**config.mk**
```make
export PLATFORM = sky130hd
export DESIGN_NAME = mem_port_arbiter
export DESIGN_NICKNAME = d
export VERILOG_FILES = /design/src/rtl/cpu_mem_pkg.sv /design/src/rtl/mem_arb_timeout.sv /design/src/rtl/mem_port_arbiter.sv
export SDC_FILE = /design/constraint.sdc
export NUM_CORES = 1
export LEC_CHECK = 0
export ABC_CLOCK_PERIOD_IN_PS = 6500
export BUFFER_PORTS_ARGS = -buffer_cell sky130_fd_sc_hd__buf_2
export CAP_MARGIN = 20
export CORE_AREA = 2 2 105 107
export DETAILED_ROUTE_END_ITERATION = 12
export DIE_AREA = 0 0 107 109
export GPL_TIMING_DRIVEN = 0
export HOLD_SLACK_MARGIN = 0.15
export PLACE_DENSITY = 0.73
export SYNTH_ARGS = -nofsm -noshare
export SYNTH_HDL_FRONTEND = slang
export SYNTH_SLANG_ARGS = --single-unit
```
**constraint.sdc**
```tcl
create_clock -name clk -period 6.5 [get_ports clk]
set_clock_uncertainty 0.15 [all_clocks]
set_input_delay 0.65 -clock clk [delete_from_list [all_inputs] [get_ports clk]]
set_output_delay 0.65 -clock clk [all_outputs]
set_load 0.01 [all_outputs]
```
**src/rtl/cpu_mem_pkg.sv**
```systemverilog
// cpu_mem_pkg: shared types for the unified memory port arbiter.
// Holds arbiter state encoding, data_size codes and the default data width.
// Imported by mem_port_arbiter and mem_arb_timeout.
package cpu_mem_pkg;

    localparam int DATA_W_DEF = 32;

    typedef enum logic [1:0] {
        IDLE   = 2'd0,
        IF_ACC = 2'd1,
        DM_ACC = 2'd2
    } arb_state_t;

    typedef enum logic [1:0] {
        SIZE_WORD = 2'b00,
        SIZE_BYTE = 2'b01,
        SIZE_HALF = 2'b10
    } data_size_t;

endpackage

```
**src/rtl/mem_arb_timeout.sv**
```systemverilog
// mem_arb_timeout: watchdog for one memory access; expire fires on the cycle that would reach TIMEOUT.
// Ports: clk/reset; clear (held while arbiter idle, so counter is 0 on access entry); run (in access, no ready).
// Latency: expire is combinational; arbiter registers it, so the abort ack lands TIMEOUT cycles after entry.
module mem_arb_timeout
    import cpu_mem_pkg::*;
#(
    parameter int TIMEOUT = 16
) (
    input  logic clk,
    input  logic reset,
    input  logic clear,
    input  logic run,
    output logic expire
);
    localparam int CW = $clog2(TIMEOUT + 1);
    localparam logic [CW-1:0] LAST = CW'(TIMEOUT - 1);

    logic [CW-1:0] cnt;

    // cnt counts waited cycles; when cnt==TIMEOUT-1 and still no ready, this cycle makes TIMEOUT.
    assign expire = run && (cnt == LAST);

    always_ff @(posedge clk or posedge reset) begin
        if (reset) begin
            cnt <= '0;
        end else if (clear) begin
            cnt <= '0;
        end else if (run) begin
            cnt <= cnt + CW'(1);
        end
    end

endmodule

```
**src/rtl/mem_port_arbiter.sv**
```systemverilog
// mem_port_arbiter: shares one memory port between instruction fetch (if_*) and data access (dm_*).
// Ports: clk/reset; if_*/dm_* requester handshakes with stall outputs; mem_* unified memory port.
// Latency >= 2 cycles request->ack; requesters see stall until their ack. MEM_ARB_TIMEOUT_EN adds abort watchdog.
module mem_port_arbiter
    import cpu_mem_pkg::*;
#(
    parameter int DATA_W     = DATA_W_DEF,
    parameter int STARVE_MAX = 4,
    parameter int TIMEOUT    = 16
) (
    input  logic              clk,
    input  logic              reset,
    input  logic              if_req,
    input  logic [DATA_W-1:0] if_addr,
    output logic [DATA_W-1:0] if_rdata,
    output logic              if_ack,
    output logic              if_stall,
    input  logic              dm_req,
    input  logic              dm_we,
    input  logic [1:0]        dm_size,
    input  logic [DATA_W-1:0] dm_addr,
    input  logic [DATA_W-1:0] dm_wdata,
    output logic [DATA_W-1:0] dm_rdata,
    output logic              dm_ack,
    output logic              dm_stall,
    output logic              mem_en,
    output logic              mem_we,
    output logic [1:0]        mem_size,
    output logic [DATA_W-1:0] mem_addr,
    output logic [DATA_W-1:0] mem_wdata,
    input  logic [DATA_W-1:0] mem_rdata,
    input  logic              mem_ready,
    output logic              mem_err
);
    localparam logic [3:0] STARVE_LIM = 4'(STARVE_MAX);

    arb_state_t state;
    logic [3:0] starve_cnt;
    logic       arb_open;
    logic       dm_wins;
    logic       if_wins;
    logic       expire;

    // No grant in a cycle carrying an ack: the completing requester gets one cycle to present its
    // next request before the other side is considered, which is what lets back-to-back data
    // accesses accumulate starve_cnt against a pending fetch.
    assign arb_open = (state == IDLE) && !if_ack && !dm_ack;
    // Data wins until starve_cnt hits the limit; the limit only bites while a fetch is waiting.
    assign dm_wins  = arb_open && dm_req && ((starve_cnt < STARVE_LIM) || !if_req);
    assign if_wins  = arb_open && if_req && !dm_wins;

    assign if_stall = if_req && !if_ack;
    assign dm_stall = dm_req && !dm_ack;

    always_comb begin
        mem_we    = 1'b0;
        mem_size  = 2'b00;
        mem_addr  = '0;
        mem_wdata = '0;
        case (state)
            IF_ACC: begin
                mem_size = SIZE_WORD;
                mem_addr = if_addr;
            end
            DM_ACC: begin
                mem_we    = dm_we;
                mem_size  = dm_size;
                mem_addr  = dm_addr;
                mem_wdata = dm_wdata;
            end
            default: ;
        endcase
    end

`ifdef MEM_ARB_TIMEOUT_EN
    mem_arb_timeout #(.TIMEOUT(TIMEOUT)) u_timeout (
        .clk    (clk),
        .reset  (reset),
        .clear  (state == IDLE),
        .run    ((state != IDLE) && !mem_ready),
        .expire (expire)
    );
`else
    assign expire = 1'b0;
    wire unused_timeout = (TIMEOUT != 0);
`endif

    always_ff @(posedge clk or posedge reset) begin
        if (reset) begin
            state      <= IDLE;
            starve_cnt <= 4'd0;
            if_ack     <= 1'b0;
            dm_ack     <= 1'b0;
            if_rdata   <= '0;
            dm_rdata   <= '0;
            mem_en     <= 1'b0;
            mem_err    <= 1'b0;
        end else begin
            if_ack  <= 1'b0;
            dm_ack  <= 1'b0;
            mem_err <= 1'b0;
            case (state)
                IDLE: begin
                    if (dm_wins) begin
                        state      <= DM_ACC;
                        mem_en     <= 1'b1;
                        starve_cnt <= if_req ? starve_cnt + 4'd1 : 4'd0;
                    end else if (if_wins) begin
                        state      <= IF_ACC;
                        mem_en     <= 1'b1;
                        starve_cnt <= 4'd0;
                    end
                end
                IF_ACC: begin
                    if (mem_ready || expire) begin
                        state    <= IDLE;
                        mem_en   <= 1'b0;
                        if_ack   <= 1'b1;
                        if_rdata <= mem_ready ? mem_rdata : '0;
                        mem_err  <= !mem_ready;
                    end
                end
                DM_ACC: begin
                    if (mem_ready || expire) begin
                        state    <= IDLE;
                        mem_en   <= 1'b0;
                        dm_ack   <= 1'b1;
                        dm_rdata <= (mem_ready && !dm_we) ? mem_rdata : '0;
                        mem_err  <= !mem_ready;
                    end
                end
                default: begin
                    state  <= IDLE;
                    mem_en <= 1'b0;
                end
            endcase
        end
    end

endmodule

```
==> run_results.csv, run 1 <==
group,metric,value,unit
routing,drt_wl_total,12700,um
routing,highest_layer,"met4",
global_route,antenna_found_initial,0,
power_and_ir_drop,power.switching,0.928,mW
worst_setup_path,crit_type,"reg2out",
routing,vias,3757,
placement,dp_slack,4.19,ns
min_path,min_path_type,"reg2reg",
placement,io_buffers,271,
power_and_ir_drop,p_clk_frac,0.143,
worst_setup_path,worstPathArrival,1.90,ns
clocking,post_cts_resized,0,
min_path,min_to,"dm_rdata[31]",
layout,finalNetCount,785,
routing,vias_per_cell,4.76,
power_and_ir_drop,vdd_drop_max,267,uV
min_path,worst_hold_path.num_cells,2,
worst_setup_path,slowest_stage,"dfrtp_1",
synthesis,synth_area,0.00385,mm2
power_and_ir_drop,leakagePower,3.11,nW
synthesis,syn_inst,363,
floorplan,die_h,109,um
sta,worst_pin_slew,0.864,ns
clocking,tritoncts,"done",
sta,clock.fmax,370,MHz
synthesis,synth_nets,503,
sta,hold_ws,0.333,ns
floorplan,ios,273,
worst_setup_path,path_buf_inv,3,
clocking,clockBufferDepth,2,
synthesis,synth_seq_area_share,0.475,
power_and_ir_drop,p_int,1.46,mW
placement,postPlaceCellArea,0.00538,mm2
synthesis,avgSynthCellArea,10.6,um2
power_and_ir_drop,total_power,2.39,mW
sta,hold_violations,0,
placement,dp.cells,774,
status,status,"completed",
power_and_ir_drop,pwr-share-comb,0.529,
clocking,cts.clk_slew.worst_paths,0.07,ns
sta,post-route-period-util,0.415,
synthesis,synthTopCellsByArea,"dfrtp_1 (47%), mux2_4 (11%), a22oi_1 (6.2%), and2_1 (5.9%), nor2b_1 (5.7%)",
placement,place.gp.congestion,0.869,
worst_setup_path,start_kind,"register",
sta,layout_min_cycle_time,2.70,ns
floorplan,initial_core_util,0.363,
clocking,cts_buffers,9,
sta,rsz0062_at_grt,"no",
worst_setup_path,ff2ff_path_depth,7,
global_route,grt_max_degree,74,
global_route,grt_pass1_wl,18800,um
routing,antenna_left,0,
clocking,postCtsSetupBuffers,0,
worst_setup_path,r2r_setup_slack,4.80,ns
floorplan,core,0.0106,mm2
floorplan,die-width,107,um
layout,area_growth,44.9,%
worst_setup_path,reg2reg_to,"dm_rdata[0]",
clocking,tritoncts_num_sinks,73,
clocking,postCtsHoldBufs,0,
global_route,overflow,0,
layout,post-route-util,0.526,
layout,final_cell_mix,"buf_2 (286), dfrtp_1 (73), and2_1 (36), nor2b_1 (35)",
floorplan,dieArea,0.0117,mm2
layout,antennaDiodeCount,0,
power_and_ir_drop,p_seq_frac,0.328,
worst_setup_path,crit_path_end_kind,"output port",
synthesis,synth-seq-cells,73,
global_route,grt_pass1_vias,3705,
worst_setup_path,r2r-start,"state[0]",
sta,setup_viol,0,
worst_setup_path,crit_chain,"inv_1 -> ha_1 -> clkbuf_1 -> a22oi_1 -> nor2b_1 -> buf_2",
synthesis,ys_warn_count,0,
routing,dr.first_iter.drc_count,250,
clocking,insertion_delay,0.34,ns
power_and_ir_drop,swShare,0.388,
layout,drive_gt1_frac,0.528,
worst_setup_path,crit_family,"buffers and inverters",
routing,drc_errors,0,
placement,hpwl,10200,um
min_path,hp-start,"dm_rdata[31]",
routing,wl_met1,5150,um
layout,final_common_cell,"buf_2",
sta,setup_slack,3.80,ns
worst_setup_path,required,5.70,ns
routing,met2WireLength,6140,um
routing,post_drt_wl_per_cell,16.1,um
synthesis,synth_largest_area_cell,"dfrtp_1",
worst_setup_path,cp_max_fo,10,
routing,firstDrtPassIters,4,
worst_setup_path,critPathMaxStageDelay,0.40,ns
clocking,htreeDepth,3,
synthesis,yosys.area.top_type_share,0.475,
power_and_ir_drop,power_density,429,mW/mm2
layout,final_cell_area,0.00557,mm2
global_route,grt_usage,0.210,
sta,drv_slew,0,
clocking,ctsRootBufferMaster,"clkbuf_8",
routing,wl_met3,1120,um
sta,slew_headroom,0.424,
job,drv_cap,0,
synthesis,ys_types,30,
floorplan,rows,38,
sta,tns,0,ns
layout,instances_no_fill,790,
[tightest hold or removal path, stage by stage (launching register included)]
cell and delay [ns]:
dfrtp_1 0.34, nand2_1 0.05, o21ai_1 0.06
[state kept, by name, indices dropped and copies added (netlist names)]
register / flops
state: 2
if_rdata: 32
mem_en: 1
dm_rdata: 32
if_ack: 1
dm_ack: 1
starve_cnt: 4
[cells by family after synthesis]
family | synth area share
fa+ha+maj | 0.0130
simple gates | 0.221
mux | 0.125
other cells | 0.000975
flops | 0.475
compound gates | 0.121
buf+inv | 0.0439
[area by class of cell]
| type | instances | area (um2) |
|---|---|---|
| fill | 998 | 5030 |
| multi-input combinational | 257 | 1850 |
| sequential | 73 | 1830 |
| timing repair buffer | 271 | 1360 |
| clock buffer | 14 | 183 |
| tap | 140 | 175 |
| buffer | 28 | 150 |
| inverter | 5 | 21.3 |
| clock inverter | 2 | 10.0 |
[cells in the mapped netlist, drive strengths merged]
cell type  number
dfrtp          73
and2           36
o21ai          36
nand2          35
nor2b          35
mux2           33
a22oi          32
nand2b         32
buf            19
clkbuf          9
inv             5
ha              4
and3            2
nor2            2
a21boi          1
a21oi           1
a22o            1
a32o            1
conb            1
nor3b           1
nor4bb          1
o22a            1
o22ai           1
or3b            1
[power groups by stage]
stage	clock network, mW	logic (mW)	registers [mW]
floorplan	0	0.672	0.877
global placement	0	1.25	0.779
detailed placement	0	1.28	0.785
CTS	0.349	1.28	0.784
global route	0.369	1.38	0.812
finish	0.342	1.26	0.784
[how the worst max path moves through the flow]
| stage | depth (start not counted) | start | slack [ns] | to |
|---|---|---|---|---|
| after floorplan | 1 | reset | 3.85 | dm_ack |
| final | 6 | state[0] | 3.80 | mem_addr[9] |
| after global routing | 6 | state[0] | 3.62 | mem_addr[9] |
| after CTS | 6 | state[0] | 3.79 | mem_addr[9] |
| after detailed placement | 6 | state[0] | 4.19 | mem_addr[9] |
| after global placement | 2 | reset | 3.08 | mem_en |
[layer usage]
metal  vias to the layer above  track usage
met2                       174        0.356
met4                         0       0.0872
met1                      1778        0.250
met5                         -            0
met3                        24       0.0610
li1                       1781            -
Note: power is estimated with default switching activity, not from simulation.
==> run 2: changes to the inputs <==
--- a/config.mk
+++ b/config.mk
@@ -5,7 +5,7 @@
 export SDC_FILE = /design/constraint.sdc
 export NUM_CORES = 1
 export LEC_CHECK = 0
-export ABC_CLOCK_PERIOD_IN_PS = 6500
+export ABC_CLOCK_PERIOD_IN_PS = 2400
 export BUFFER_PORTS_ARGS = -buffer_cell sky130_fd_sc_hd__buf_2
 export CAP_MARGIN = 20
 export CORE_AREA = 2 2 105 107
@@ -13,7 +13,7 @@
 export DIE_AREA = 0 0 107 109
 export GPL_TIMING_DRIVEN = 0
 export HOLD_SLACK_MARGIN = 0.15
-export PLACE_DENSITY = 0.73
+export PLACE_DENSITY = 0.76
 export SYNTH_ARGS = -nofsm -noshare
 export SYNTH_HDL_FRONTEND = slang
 export SYNTH_SLANG_ARGS = --single-unit
==> constraint.sdc (replaced) <==
create_clock -name clk -period 2.4 [get_ports clk]
set_clock_uncertainty 0.15 [all_clocks]
set_input_delay 0.24 -clock clk [delete_from_list [all_inputs] [get_ports clk]]
set_output_delay 0.24 -clock clk [all_outputs]
set_load 0.01 [all_outputs]
==> run 2 against run 1 <==
  * Combinational power rose to 2.8 times the previous value
  * Routed wire length is 6.2% higher
  * Setup slack worse by 3.7 ns
  * Worst hold slack worse by 0.16 ns
  * Register-to-register slack worse by 4.2 ns
  * Largest cell class is now buffers
  * Largest power group unchanged
  * Highest routed layer unchanged
==> run_results.csv, run 2 (synthesized netlist as in run 1, its figures left out) <==
group,metric,value,unit
routing,drc_errors,0,
power_and_ir_drop,leakagePower,3.24,nW
worst_setup_path,start_kind,"register",
global_route,grt_pass1_wl,20000,um
layout,instances_no_fill,826,
floorplan,core,0.0106,mm2
sta,hold_violations,0,
placement,dp.cells,774,
power_and_ir_drop,power_density,1110,mW/mm2
power_and_ir_drop,vdd_drop_max,787,uV
floorplan,die-width,107,um
global_route,antenna_found_initial,0,
routing,post_drt_wl_per_cell,16.4,um
layout,reg_top3,"dm_rdata: 32 flops, if_rdata: 32 flops, starve_cnt: 4 flops",
sta,clock.fmax,443,MHz
worst_setup_path,cp_max_fo,10,
placement,hpwl,9920,um
sta,layout_min_cycle_time,2.26,ns
clocking,cts_buffers,9,
routing,dr.first_iter.drc_count,234,
status,status,"completed",
placement,io_buffers,271,
placement,place.gp.congestion,0.894,
routing,vias_per_cell,4.77,
sta,tns,0,ns
floorplan,dieArea,0.0117,mm2
global_route,grt_pass1_vias,3994,
clocking,insertion_delay,0.34,ns
layout,area_growth,54.0,%
clocking,tritoncts,"done",
routing,drt_wl_total,13500,um
min_path,min_path_type,"in2reg",
floorplan,initial_core_util,0.363,
sta,slew_headroom,0.408,
clocking,tritoncts_num_sinks,73,
routing,firstDrtPassIters,5,
layout,final_common_cell,"buf_2",
sta,rsz0062_at_grt,"no",
layout,antennaDiodeCount,0,
worst_setup_path,worstPathArrival,1.87,ns
worst_setup_path,crit_path_end_kind,"output port",
global_route,grt_max_degree,74,
floorplan,rows,38,
global_route,grt_usage,0.221,
clocking,clockBufferDepth,2,
sta,worst_pin_slew,0.888,ns
routing,vias,3939,
clocking,postCtsSetupBuffers,0,
floorplan,ios,273,
clocking,ctsRootBufferMaster,"clkbuf_8",
sta,post-route-period-util,0.940,
layout,final_cell_area,0.00592,mm2
global_route,overflow,0,
layout,seqCellArea,0.00183,mm2
layout,final_cell_mix,"buf_2 (286), dfrtp_1 (73), and2_1 (36), dlygate4sd3_1 (36), nor2b_1 (35)",
clocking,cts.clk_slew.worst_paths,0.07,ns
worst_setup_path,crit_type,"reg2out",
job,drv_cap,0,
worst_setup_path,required,2.01,ns
clocking,htreeDepth,3,
layout,drive_gt1_frac,0.500,
floorplan,die_h,109,um
sta,setup_viol,0,
routing,antenna_left,0,
placement,postPlaceCellArea,0.00538,mm2
layout,multi_input_area,0.00185,mm2
sta,drv_slew,0,
layout,finalNetCount,821,
layout,fillCellCount,944,
[run 2: changes by cell type in the layout (fill, tap and decap cells not counted), sizes merged]
cell         previous run  this run
dlygate4sd3             0        36
clkinvlp                0         3
clkinv                  2         1
clkbuf                 23        21
[run 2: path summary, 6_finish.rpt]
kind                            slack (ns)  depth (start not counted)   startpoint      endpoint
worst min-delay path                  0.17                          3    mem_ready        mem_en
min in group asynchronous             0.51                          3        reset  dm_rdata[13]
max in group asynchronous             1.02                          3        reset  if_rdata[19]
worst min register to register        0.33                          2  dm_rdata[2]   dm_rdata[2]
worst max register to register        0.64                          7     state[0]  dm_rdata[20]
worst max-delay path                  0.14                          6     state[0]  mem_wdata[6]
[run 2: what timing repair did]
item                                   CTS  global route
hold buffers                            36             0
resized for setup                        0             0
endpoints found under the hold margin  138             0
[run 2: critical path, cell delays in order (launching register included)]
cell and delay, ns:
dfrtp_1 0.40, inv_1 0.09, ha_1 0.24, buf_2 0.26
buf_2 0.22, and2_1 0.16, buf_2 0.14
[run 2: area by class of cell]
cell class              count  share of cell area
multi-input cells         257               0.312
flip-flops and latches     73               0.308
repair buffers            307               0.290
well taps                 140              0.0296
clock buffers              12              0.0262
plain buffers              28              0.0253
clock inverters             4             0.00465
inverters                   5             0.00359
[run 2: metal layers]
layer  track usage  up-vias  part of all wire
li1              -     1856                 -
met1         0.252     1887              0.39
met2         0.406      176              0.52
met3        0.0586       20             0.074
met4        0.0696        0             0.019
met5             0        -                 0
[run 2: report_power, final]
part           internal, mW  switching, mW
clock                 0.430          0.462
sequential             1.80          0.341
combinational          1.71           1.80
[run 2: metrics by stage]
stage	power, mW	setup slack (ns)	hold WS (ns)	utilization
floorplan	4.20	0.157	0.230	-
global route	7.01	0.0373	0.166	0.559
global placement	5.49	-0.599	0.314	0.507
finish	6.55	0.144	0.173	0.559
CTS	6.56	0.150	0.151	0.559
detailed placement	5.60	0.541	0.322	0.507
